<file path="config.mk">
export PLATFORM = sky130hd
export DESIGN_NAME = gpio_in_conditioner_flat
export DESIGN_NICKNAME = d
export VERILOG_FILES = /design/src/rtl/gpin_pkg.sv /design/src/rtl/gpio_in_conditioner_if.sv /design/src/rtl/gpin_debounce_bit.sv /design/src/rtl/gpio_in_conditioner.sv /design/src/flat_wrapper.sv
export SDC_FILE = /design/constraint.sdc
export NUM_CORES = 1
export LEC_CHECK = 0
export CAP_MARGIN = 20
export CORE_MARGIN = 1
export CORE_UTILIZATION = 45
export DETAILED_ROUTE_END_ITERATION = 7
export HOLD_SLACK_MARGIN = 0.06
export PLACE_DENSITY = 0.68
export SETUP_SLACK_MARGIN = 0.02
export SLEW_MARGIN = 40
export SYNTH_ARGS = -nofsm -noshare
export SYNTH_HDL_FRONTEND = slang
export SYNTH_HIERARCHICAL = 1
export SYNTH_SLANG_ARGS = --single-unit
export TNS_END_PERCENT = 30
</file>
<file path="constraint.sdc">
create_clock -name clk -period 5.2 [get_ports clk]
set_clock_uncertainty 0.05 [all_clocks]
set_input_delay 1.04 -clock clk [delete_from_list [all_inputs] [get_ports clk]]
set_output_delay 1.04 -clock clk [all_outputs]
set_load 0.02 [all_outputs]
</file>
<file path="src/rtl/gpin_pkg.sv">
// Shared constants and width helpers for the GPIO input conditioner.
// No logic; sizes the prescaler and the per-bit debounce counter.
package gpin_pkg;

    localparam int GPIN_WIDTH      = 32;
    localparam int GPIN_TICK_DIV   = 4;
    localparam int GPIN_DB_SAMPLES = 3;

    function automatic int gpin_cnt_width(input int db_samples);
        return $clog2(db_samples + 1);
    endfunction

    // A divide-by-1 prescaler still needs one flop so the vector is never zero-width.
    function automatic int gpin_presc_width(input int tick_div);
        return (tick_div > 1) ? $clog2(tick_div) : 1;
    endfunction

endpackage

</file>
<file path="src/rtl/gpio_in_conditioner_if.sv">
// Raw input / event-clear / conditioned-output bundle for gpio_in_conditioner.
// master drives raw_in and the clear strobe; slave produces level and event words.
interface gpio_in_conditioner_if
    import gpin_pkg::*;
#(
    parameter int WIDTH = GPIN_WIDTH
);
    logic [WIDTH-1:0] raw_in;
    logic             clr_we;
    logic [WIDTH-1:0] clr_mask;
    logic [WIDTH-1:0] level_out;
    logic [WIDTH-1:0] event_out;
    logic             any_event;

    modport master (
        output raw_in, clr_we, clr_mask,
        input  level_out, event_out, any_event
    );

    modport slave (
        input  raw_in, clr_we, clr_mask,
        output level_out, event_out, any_event
    );
endinterface

</file>
<file path="src/rtl/gpin_debounce_bit.sv">
// One input bit: 2-flop synchroniser, tick-driven debounce counter, level register.
// Latency 2 cycles sync + DB_SAMPLES ticks + 1; no backpressure, level is free-running.
// rise/fall are combinational from the next-state of level, aligned with its update edge.
module gpin_debounce_bit
    import gpin_pkg::*;
#(
    parameter int DB_SAMPLES = GPIN_DB_SAMPLES
) (
    input  logic clk,
    input  logic rst,
    input  logic raw,
    input  logic tick,
    output logic level,
    output logic rise,
    output logic fall
);
    localparam int            CW       = gpin_cnt_width(DB_SAMPLES);
    localparam logic [CW-1:0] CNT_LAST = CW'(DB_SAMPLES - 1);

    logic          sync_q1;
    logic          sync_q2;
    logic [CW-1:0] cnt;
    logic [CW-1:0] cnt_nxt;
    logic          level_nxt;

    // Any matching sample restarts the run; only DB_SAMPLES differing ticks in a row flip level.
    always_comb begin
        cnt_nxt   = cnt;
        level_nxt = level;
        if (tick) begin
            if (sync_q2 == level) begin
                cnt_nxt = '0;
            end else if (cnt == CNT_LAST) begin
                level_nxt = sync_q2;
                cnt_nxt   = '0;
            end else begin
                cnt_nxt = cnt + CW'(1);
            end
        end
    end

    always_ff @(posedge clk) begin
        if (!rst) begin
            sync_q1 <= 1'b0;
            sync_q2 <= 1'b0;
            cnt     <= '0;
            level   <= 1'b0;
        end else begin
            sync_q1 <= raw;
            sync_q2 <= sync_q1;
            cnt     <= cnt_nxt;
            level   <= level_nxt;
        end
    end

    assign rise = ~level &  level_nxt;
    assign fall =  level & ~level_nxt;

endmodule

</file>
<file path="src/rtl/gpio_in_conditioner.sv">
// Synchronise, debounce and edge-capture WIDTH raw inputs; sticky events cleared by masked write.
// Latency DB_SAMPLES*TICK_DIV-TICK_DIV+3 .. DB_SAMPLES*TICK_DIV+2 cycles; no backpressure.
// GPIN_BOTH_EDGES_EN: when defined, falling edges also set event bits.
module gpio_in_conditioner
    import gpin_pkg::*;
#(
    parameter int WIDTH      = GPIN_WIDTH,
    parameter int TICK_DIV   = GPIN_TICK_DIV,
    parameter int DB_SAMPLES = GPIN_DB_SAMPLES
) (
    input  logic                 clk,
    input  logic                 rst,
    gpio_in_conditioner_if.slave bus
);
    localparam int PW = gpin_presc_width(TICK_DIV);

    logic [PW-1:0]    presc;
    logic             tick;
    logic [WIDTH-1:0] level_w;
    logic [WIDTH-1:0] rise_w;
    logic [WIDTH-1:0] fall_w;
    logic [WIDTH-1:0] set_vec;
    logic [WIDTH-1:0] clr_vec;
    logic [WIDTH-1:0] event_q;

    assign tick = (presc == PW'(TICK_DIV - 1));

    always_ff @(posedge clk) begin
        if (!rst) begin
            presc <= '0;
        end else begin
            presc <= tick ? '0 : presc + PW'(1);
        end
    end

    for (genvar i = 0; i < WIDTH; i++) begin : g_bit
        gpin_debounce_bit #(
            .DB_SAMPLES(DB_SAMPLES)
        ) u_bit (
            .clk  (clk),
            .rst  (rst),
            .raw  (bus.raw_in[i]),
            .tick (tick),
            .level(level_w[i]),
            .rise (rise_w[i]),
            .fall (fall_w[i])
        );
    end

`ifdef GPIN_BOTH_EDGES_EN
    assign set_vec = rise_w | fall_w;
`else
    logic unused_fall;
    assign unused_fall = ^fall_w;
    assign set_vec     = rise_w;
`endif

    assign clr_vec = bus.clr_we ? bus.clr_mask : '0;

    // Set is ORed in after the clear so an edge landing on a clear cycle is never lost.
    always_ff @(posedge clk) begin
        if (!rst) begin
            event_q <= '0;
        end else begin
            event_q <= (event_q & ~clr_vec) | set_vec;
        end
    end

    assign bus.level_out = level_w;
    assign bus.event_out = event_q;
    assign bus.any_event = |event_q;

endmodule

</file>
<file path="src/flat_wrapper.sv">
// flat-port wrapper written by rule: the top's interface ports become plain ports
module gpio_in_conditioner_flat import gpin_pkg::*;
#(
    parameter int WIDTH      = GPIN_WIDTH,
    parameter int TICK_DIV   = GPIN_TICK_DIV,
    parameter int DB_SAMPLES = GPIN_DB_SAMPLES
)
  (clk, rst, bus_raw_in, bus_clr_we, bus_clr_mask, bus_level_out, bus_event_out, bus_any_event);
  gpio_in_conditioner_if #(.WIDTH(WIDTH)) bus_i ();
  input  logic clk;
  input  logic rst;
  input wire logic [$bits(bus_i.raw_in)-1:0] bus_raw_in;
  input wire logic [$bits(bus_i.clr_we)-1:0] bus_clr_we;
  input wire logic [$bits(bus_i.clr_mask)-1:0] bus_clr_mask;
  output wire logic [$bits(bus_i.level_out)-1:0] bus_level_out;
  output wire logic [$bits(bus_i.event_out)-1:0] bus_event_out;
  output wire logic [$bits(bus_i.any_event)-1:0] bus_any_event;
  assign bus_i.raw_in = bus_raw_in;
  assign bus_i.clr_we = bus_clr_we;
  assign bus_i.clr_mask = bus_clr_mask;
  assign bus_level_out = bus_i.level_out;
  assign bus_event_out = bus_i.event_out;
  assign bus_any_event = bus_i.any_event;
  gpio_in_conditioner #(.WIDTH(WIDTH), .TICK_DIV(TICK_DIV), .DB_SAMPLES(DB_SAMPLES)) u_core (.clk(clk), .rst(rst), .bus(bus_i));
endmodule
</file>
==> results.sh, run 1 <==
export IMPL_r2r_cells=6
export IMPL_drt_iter0_markers=340
export IMPL_remaining_drc_errors=0
export IMPL_grt_start_max_net_pins=136
export IMPL_drtPass1Iterations=4
export IMPL_finalCoreUtilization_pct=58.4
export IMPL_final_wtd_congestion=0.711
export IMPL_power_switching_fraction_pct=22.1
export IMPL_number_of_gates_resized_after_cts=0
export IMPL_max_cap_viol_count=0
export IMPL_num_rows=49
export IMPL_worst_r2r_startpoint="u_core/presc[0]"
export IMPL_post_route_cells_drive_above_1_share_pct=11.2
export IMPL_timing_hold_worst_start="u_core/g_bit[27].u_bit/sync_q1"
export IMPL_syn_area_per_cell_um2=10.8
export IMPL_post_synth_instance_area_mm2=0.00822
export IMPL_syn2layout_area_growth_pct=27.3
export IMPL_total_power_mw=3.03
export IMPL_clock_path_buffers=2
export IMPL_ctsHoldBuffers=0
export IMPL_grt_util_all_layers_pct=17.1
export IMPL_power_frac_seq_pct=50.4
export IMPL_clk_insertion_delay_late_ns=0.43
export IMPL_hpwl_reported_at_the_end_of_detailed_placement_um=10300
export IMPL_worstSetupStartpointType="register"
export IMPL_timing_final_max_slew_violations=0
export IMPL_chipHeight_um=137
export IMPL_met1_length_um=7850
export IMPL_tritoncts="done"
export IMPL_clk_transition_reported_paths_ns=0.07
export IMPL_timing_setup_critical_path_class="reg2out"
export IMPL_design_final_nets=976
export IMPL_share_of_total_power_in_the_clock_network_pct=43.5
export IMPL_die_x_um=137
export IMPL_htree_levels=4
export IMPL_net_switching_component_of_the_power_uw=671
export IMPL_final_hold_violation_count=0
export IMPL_power_density_cell_area_mw_per_mm2=290
export IMPL_min_cycle_time_layout_ns=3.35
export IMPL_number_of_antenna_violations_at_the_first_check_in_global_routing=0
export IMPL_totalWireLength_um=15700
export IMPL_synth_yosys_warnings=6
export IMPL_r2r_setup_slack_ns=2.92
export IMPL_highest_attainable_clock_frequency_mhz=298
export IMPL_gr_total_overflow=0
export IMPL_leakage_nw=4.54
export IMPL_comb_power_share_pct=6.1
export IMPL_post_synthesis_net_count=826
export IMPL_wire_per_inst_um=13.7
export IMPL_met3_length_um=721
export IMPL_slew_limit_headroom_pct=47.5
export IMPL_detailroute_via_count=5807
export IMPL_rsz0062_at_grt="no"
export IMPL_worstSetupEndpointType="output port"
export IMPL_io_pin_count=132
export IMPL_arrival_ns=2.26
export IMPL_min_delay_path_depth=1
export IMPL_p_int_mw=2.36
export IMPL_met2WireLength_um=6980
export IMPL_placement_io_buffers=131
export IMPL_core_area_mm2=0.0179
export IMPL_status="finished clean"
export IMPL_floorplan_die_area_mm2=0.0188
export IMPL_finalSetupViolations=0
export IMPL_antenna_cells_inserted=0
export IMPL_fin_crit_sh_pct=64.5
export IMPL_worst_hold_path_type="reg2reg"
export IMPL_avgViaCountPerCell=5.05
export IMPL_count_of_antenna_violating_nets_left_after_detailed_routing=0
export IMPL_hold_path_endpoint="u_core/g_bit[27].u_bit/sync_q2"
export IMPL_critical_path_required_ns=4.11
export IMPL_clock_tree_root_cell="clkbuf_16"
export IMPL_worstPathMaxFanout=3
export IMPL_global_route_wire_length_before_repair_um=25400
export IMPL_number_of_buffers_added_by_the_clock_tree_synthesis_step=17
export IMPL_tightest_slew_ns=0.787
export IMPL_initial_utilization_pct=45.9
export IMPL_vias_in_the_first_global_route=5292
export IMPL_dr_max_layer_used="met4"
export IMPL_post_cts_buffers=0
export IMPL_clock_sinks=194
export IMPL_final_setup_tns_ns=0
export IMPL_timing_rr_end="u_core/bus.event_out[7]"
export IMPL_instance_count_of_the_mapped_netlist=758
export IMPL_max_vdd_ir_drop_uv=240
power by group through the flow:
stage	registers, mW	clock network, mW	logic [mW]
after CTS	1.53	1.36	0.186
final	1.53	1.32	0.184
after floorplan	1.56	0	0.0929
after global placement	1.56	0	0.185
after detailed placement	1.56	0	0.186
after global routing	1.53	1.41	0.202
metal layers:
metal,vias to the layer above,global-route usage (%)
li1,3008,-
met1,2691,22.9
met2,96,26.5
met3,12,4.44
met4,0,6.04
met5,-,0
worst max-delay path, cell delays in order (launching register included):
cell and delay (ns):
dfxtp_1 0.32, nor4_1 0.39, nand4_1 0.27, or2_1 0.31, clkdlybuf4s50_1 0.55
placed cells by master (no fill, tap or decap):
cell type and n:
clkinv_4 3, nand3b_1 64, nand4_1 2, clkbuf_8 3
nor4_2 1, mux2i_1 32, buf_4 5, clkbuf_1 2
a21oi_1 32, o21ai_1 64, buf_12 1, nand4b_1 32
clkdlybuf4s50_1 130, or2_1 1, clkinvlp_4 4, xnor2_1 32
dfxtp_1 194, nor3b_1 1, nand3b_4 32, nor4_1 7
buf_6 1, ha_4 1, inv_6 1, bufinv_16 2
nor2b_1 32, and3b_1 1, nor3b_2 32, clkbuf_16 17
and2_1 64, nand4bb_1 32, nand2_1 96
area by class of cell:
class / count / area [um2]
Tap cell: 229 / 287
Fill cell: 1549 / 7440
Sequential cell: 194 / 3880
Timing Repair Buffer: 137 / 1370
Clock inverter: 10 / 125
Clock buffer: 22 / 474
Multi-Input combinational cell: 558 / 4320
through the flow:
stage,cells,cell area [um2],worst slack (ns),hold WS [ns]
floorplan,758,8220,0.564,0.355
global placement,1118,9860,2.23,0.364
detailed placement,1118,9860,2.22,0.367
CTS,1150,10500,1.74,0.383
global route,1150,10500,1.69,0.392
finish,1150,10500,1.85,0.381
how the worst max path moves through the flow:
stage / end / from / depth (start not counted) / slack, ns
after CTS: bus_any_event / u_core/bus.event_out[25] / 4 / 1.74
after global routing: bus_any_event / u_core/bus.event_out[25] / 4 / 1.69
after floorplan: u_core/bus.event_out[0] / u_core/presc[0] / 5 / 0.56
final: bus_any_event / u_core/bus.event_out[25] / 4 / 1.85
after global placement: bus_any_event / u_core/bus.event_out[25] / 4 / 2.23
after detailed placement: bus_any_event / u_core/bus.event_out[25] / 4 / 2.22
registers in the layout, indices dropped and copies added, names as in the netlist:
register                    cells
u_core/bus.event_out           32
u_core/g_bit.u_bit/sync_q2     32
u_core/g_bit.u_bit/cnt         64
u_core/presc                    2
u_core/g_bit.u_bit/sync_q1     32
u_core/g_bit.u_bit/level       32
No activity file was read; power rests on OpenSTA's default activity.
==> inputs of run 2 (changes only) <==
PLACE_DENSITY = 0.71   (was 0.68)
clock period = 3.07 ns   (was 5.2 ns; I/O delays follow)
==> results.sh, run 2 (synthesized netlist as in run 1, its figures left out) <==
export IMPL_status="finished clean"
export IMPL_highest_attainable_clock_frequency_mhz=342
export IMPL_cpLargestDelayFamily="simple AND/OR/NAND/NOR gates"
export IMPL_final_hold_violation_count=0
export IMPL_antenna_cells_inserted=0
export IMPL_power_density_cell_area_mw_per_mm2=477
export IMPL_min_cycle_time_layout_ns=2.92
export IMPL_chipHeight_um=137
export IMPL_num_rows=49
export IMPL_initial_utilization_pct=45.9
export IMPL_die_x_um=137
export IMPL_grt_start_max_net_pins=108
export IMPL_post_cts_buffers=0
export IMPL_htree_levels=4
export IMPL_tritoncts="done"
export IMPL_wire_per_inst_um=13.4
export IMPL_setup_ws_ns=0.148
export IMPL_vias_in_the_first_global_route=5190
export IMPL_grt_util_all_layers_pct=16.6
export IMPL_finalCoreUtilization_pct=58.5
export IMPL_clk_transition_reported_paths_ns=0.07
export IMPL_rsz0062_at_grt="no"
export IMPL_worst_hold_path_type="reg2reg"
export IMPL_timing_hold_worst_start="u_core/g_bit[0].u_bit/sync_q1"
export IMPL_hold_path_endpoint="u_core/g_bit[0].u_bit/sync_q2"
export IMPL_avgViaCountPerCell=5.06
export IMPL_clock_path_buffers=2
export IMPL_remaining_drc_errors=0
export IMPL_floorplan_die_area_mm2=0.0188
export IMPL_fillers=1527
export IMPL_final_setup_tns_ns=0
export IMPL_drtPass1Iterations=4
export IMPL_pre_cts_ws_ns=0.469
export IMPL_worst_r2r_startpoint="u_core/presc[0]"
export IMPL_hpwl_reported_at_the_end_of_detailed_placement_um=10300
export IMPL_worstPathMaxFanout=3
export IMPL_worstSetupStartpointType="register"
export IMPL_fin_crit_sh_pct=95.2
export IMPL_total_power_mw=4.99
export IMPL_min_delay_path_depth=1
export IMPL_timing_final_max_slew_violations=0
export IMPL_number_of_antenna_violations_at_the_first_check_in_global_routing=1
export IMPL_placement_io_buffers=131
export IMPL_totalWireLength_um=15500
export IMPL_critical_path_required_ns=2.41
export IMPL_number_of_buffers_added_by_the_clock_tree_synthesis_step=17
export IMPL_finalSetupViolations=0
export IMPL_syn2layout_area_growth_pct=27.4
export IMPL_tightest_slew_ns=0.741
export IMPL_layout_commonest_cell="dfxtp_1"
export IMPL_clk_insertion_delay_late_ns=0.42
export IMPL_detailroute_via_count=5833
export IMPL_io_pin_count=132
export IMPL_post_route_cells_drive_above_1_share_pct=11.6
export IMPL_largest_register="u_core/g_bit.u_bit/cnt"
export IMPL_max_cap_viol_count=0
export IMPL_crit_path_top_delay_cell="nor4_1"
export IMPL_final_wtd_congestion=0.761
export IMPL_arrival_ns=2.26
export IMPL_global_route_wire_length_before_repair_um=24600
export IMPL_critPathMaxStageDelay_ns=0.55
export IMPL_timing_setup_critical_path_class="reg2out"
export IMPL_count_of_antenna_violating_nets_left_after_detailed_routing=0
export IMPL_crit_buf_inv=1
export IMPL_gr_total_overflow=0
export IMPL_design_final_nets=978
export IMPL_clock_tree_root_cell="clkbuf_16"
export IMPL_clock_sinks=194
export IMPL_leakage_nw=4.56
export IMPL_worstSetupEndpointType="output port"
export IMPL_r2r_cells=6
export IMPL_slew_limit_headroom_pct=50.6
export IMPL_drt_iter0_markers=273
export IMPL_r2r_setup_slack_ns=1.17
export IMPL_timing_rr_end="u_core/bus.event_out[21]"
export IMPL_largest_reg_flops=64
export IMPL_max_vdd_ir_drop_uv=533
export IMPL_worstPathCellList="nor4_1, nand4_1, or2_1, clkdlybuf4s50_1"
export IMPL_most_common_layout_cells="dfxtp_1 (194), clkdlybuf4s50_1 (129), nand2_1 (96)"
export IMPL_core_area_mm2=0.0179
## run 2: worst reg2reg max path, cell delays in order (launching register included)
cell	delay, ns
dfxtp_1	0.38
ha_4	0.56
buf_4	0.38
nand3b_4	0.12
nor3b_2	0.20
a21oi_1	0.06
nor2b_1	0.10
## run 2: worst max-delay path by stage
stage / cells past startpoint / slack (ns) / end / from
detailed placement: 4 / 0.47 / bus_any_event / u_core/bus.event_out[25]
global placement: 4 / 0.47 / bus_any_event / u_core/bus.event_out[25]
global route: 4 / 0.07 / bus_any_event / u_core/bus.event_out[6]
floorplan: 5 / 0.10 / u_core/bus.event_out[0] / u_core/presc[0]
finish: 4 / 0.15 / bus_any_event / u_core/bus.event_out[23]
CTS: 4 / 0.12 / bus_any_event / u_core/bus.event_out[23]
## run 2: final cells by class
class | instances | area, um2 | share of cell area [%]
clock buffers | 20 | 447 | 4.27
clock inverters | 12 | 110 | 1.05
multi-input cells | 558 | 4330 | 41.3
flip-flops and latches | 194 | 3880 | 37.1
well taps | 229 | 287 | 2.74
repair buffers | 139 | 1420 | 13.5
## run 2: stage by stage
stage,instance area (um2),hold WS (ns),instances
floorplan,8220,0.360,758
global placement,9910,0.363,1120
detailed placement,9910,0.367,1120
CTS,10500,0.383,1152
global route,10500,0.390,1152
finish,10500,0.381,1152
## run 2: where the power goes
group          total, mW  switching (mW)  internal [mW]
registers           2.59          0.0263           2.56
logic              0.319           0.149          0.170
clock network       2.08           0.941           1.14
## run 2: what timing repair did
item	in CTS	in global routing
gates resized for setup	1	0
setup endpoints to repair	1	0
hold buffers	0	0
## run 2: layer usage
metal  GRT usage (%)  vias up  part of all wire (%)
li1                -     3014                     -
met1            21.7     2698                    50
met2            25.4      103                    43
met3            4.96       16                   5.3
met4            6.72        2                   1.5
met5               0        -                 0.084
==> inputs of run 3 (changes only) <==
CTS_BUF_LIST = sky130_fd_sc_hd__clkbuf_2   (was default)
GPL_ROUTABILITY_DRIVEN = 0   (was default)
==> results.sh, run 3 (synthesized netlist as in run 1, its figures left out) <==
export IMPL_num_rows=49
export IMPL_gr_total_overflow=0
export IMPL_worst_hold_path_type="in2reg"
export IMPL_arrival_ns=2.13
export IMPL_hpwl_reported_at_the_end_of_detailed_placement_um=10300
export IMPL_status="finished clean"
export IMPL_clk_transition_reported_paths_ns=0.27
export IMPL_io_pin_count=132
export IMPL_placement_io_buffers=131
export IMPL_rsz0062_at_grt="no"
export IMPL_setup_ws_ns=0.275
export IMPL_worstPathMaxFanout=3
export IMPL_drtPass1Iterations=5
export IMPL_die_x_um=137
export IMPL_timing_final_max_slew_violations=0
export IMPL_worstSetupStartpointType="register"
export IMPL_finish_instance_area_mm2=0.0102
export IMPL_hold_worst_slack_ns=0.360
export IMPL_clock_sinks=194
export IMPL_wire_per_inst_um=13.4
export IMPL_initial_utilization_pct=45.9
export IMPL_post_route_cells_drive_above_1_share_pct=12.5
export IMPL_min_delay_path_depth=2
export IMPL_count_of_antenna_violating_nets_left_after_detailed_routing=0
export IMPL_design_final_nets=980
export IMPL_syn2layout_area_growth_pct=24.0
export IMPL_detailroute_via_count=5839
export IMPL_pre_cts_ws_ns=0.469
export IMPL_tritoncts="done"
export IMPL_r2r_cells=6
export IMPL_clock_tree_root_cell="clkbuf_2"
export IMPL_number_of_buffers_added_by_the_clock_tree_synthesis_step=17
export IMPL_leakage_nw=4.45
export IMPL_tightest_slew_ns=0.729
export IMPL_placed_cell_area_mm2=0.00991
export IMPL_max_cap_viol_count=0
export IMPL_highest_attainable_clock_frequency_mhz=358
export IMPL_floorplan_die_area_mm2=0.0188
export IMPL_totalWireLength_um=15400
export IMPL_drt_iter0_markers=217
export IMPL_fin_crit_sh_pct=91.0
export IMPL_most_common_layout_cells="dfxtp_1 (193), clkdlybuf4s50_1 (128), nand2_1 (96)"
export IMPL_worstSetupEndpointType="output port"
export IMPL_finalCoreUtilization_pct=56.9
export IMPL_chipHeight_um=137
export IMPL_max_vdd_ir_drop_uv=246
export IMPL_clk_insertion_delay_late_ns=0.73
export IMPL_final_hold_violation_count=0
export IMPL_min_cycle_time_layout_ns=2.80
export IMPL_sequential_cell_area_mm2=0.00388
export IMPL_multiInputGateArea_mm2=0.00438
export IMPL_power_density_cell_area_mw_per_mm2=399
export IMPL_slew_limit_headroom_pct=51.4
export IMPL_critical_path_required_ns=2.41
export IMPL_fillers=1565
export IMPL_avgViaCountPerCell=5.05
export IMPL_final_setup_tns_ns=0
export IMPL_layout_commonest_cell="dfxtp_1"
export IMPL_htree_levels=4
export IMPL_largest_register="u_core/g_bit.u_bit/cnt"
export IMPL_finalSetupViolations=0
export IMPL_vias_in_the_first_global_route=5163
export IMPL_remaining_drc_errors=0
export IMPL_number_of_antenna_violations_at_the_first_check_in_global_routing=2
export IMPL_global_route_wire_length_before_repair_um=24400
export IMPL_grt_util_all_layers_pct=16.5
export IMPL_core_area_mm2=0.0179
export IMPL_clock_path_buffers=2
export IMPL_timing_setup_critical_path_class="reg2out"
export IMPL_grt_start_max_net_pins=108
export IMPL_largest_reg_flops=64
==> run 3: cell types whose count changed in the layout (fill, tap and decap cells not counted), moves of 2 or more <==
cell	delta
diode_2	+2
clkbuf_16	-17
clkbuf_2	+20
nor4_2	+3
clkbuf_1	-2
nor4_4	+2
nor4_1	-5
==> run 3: worst paths after layout <==
kind | to | from | slack (ns)
setup / recovery | bus_any_event | u_core/bus.event_out[28] | 0.27
hold / removal | u_core/g_bit[22].u_bit/sync_q1 | bus_raw_in[22] | 0.36
setup reg to reg | u_core/bus.event_out[21] | u_core/presc[0] | 1.15
hold reg to reg | u_core/g_bit[8].u_bit/sync_q2 | u_core/g_bit[8].u_bit/sync_q1 | 0.39
==> run 3: area by class of cell <==
cell class,count,area share (%)
diodes,2,0.0491
multi-input cells,558,42.9
well taps,229,2.81
clock inverters,13,1.12
clock buffers,19,0.933
flip-flops and latches,194,38.1
repair buffers,141,14.0
==> run 3: critical path, cell delays in order, from the launching register on <==
cell	delay (ns)
dfxtp_1	0.39
nor4_2	0.35
nand4_1	0.21
or2_1	0.30
clkbuf_2	0.17
==> run 3: repair_timing <==
item	in CTS	in global routing
setup buffers	1	0
gates resized for setup	11	1
pin swaps	2	1
hold buffers	1	0
hold endpoints to repair	11	0
setup endpoints to repair	1	1
==> run 3: stage by stage <==
stage / std cells / total power, mW
floorplan: 758 / 2.79
global placement: 1120 / 2.97
detailed placement: 1120 / 2.97
CTS: 1154 / 4.15
global route: 1156 / 4.28
finish: 1156 / 4.07
==> run 3: layer usage <==
layer  global-route usage [%]  vias to the layer above  part of all wire [%]  wire length, um
li1                         -                     3023                     -                -
met1                     22.1                     2690                    50             7750
met2                     25.0                      112                    43             6700
met3                     4.85                       12                   5.4              833
met4                     6.23                        2                  0.96              148
met5                        0                        -                 0.084               13
==> run 3: power breakdown <==
group          switching (mW)  total, mW  internal [mW]
clock network           0.845       1.14          0.299
logic                   0.150      0.321          0.171
registers              0.0262       2.60           2.57
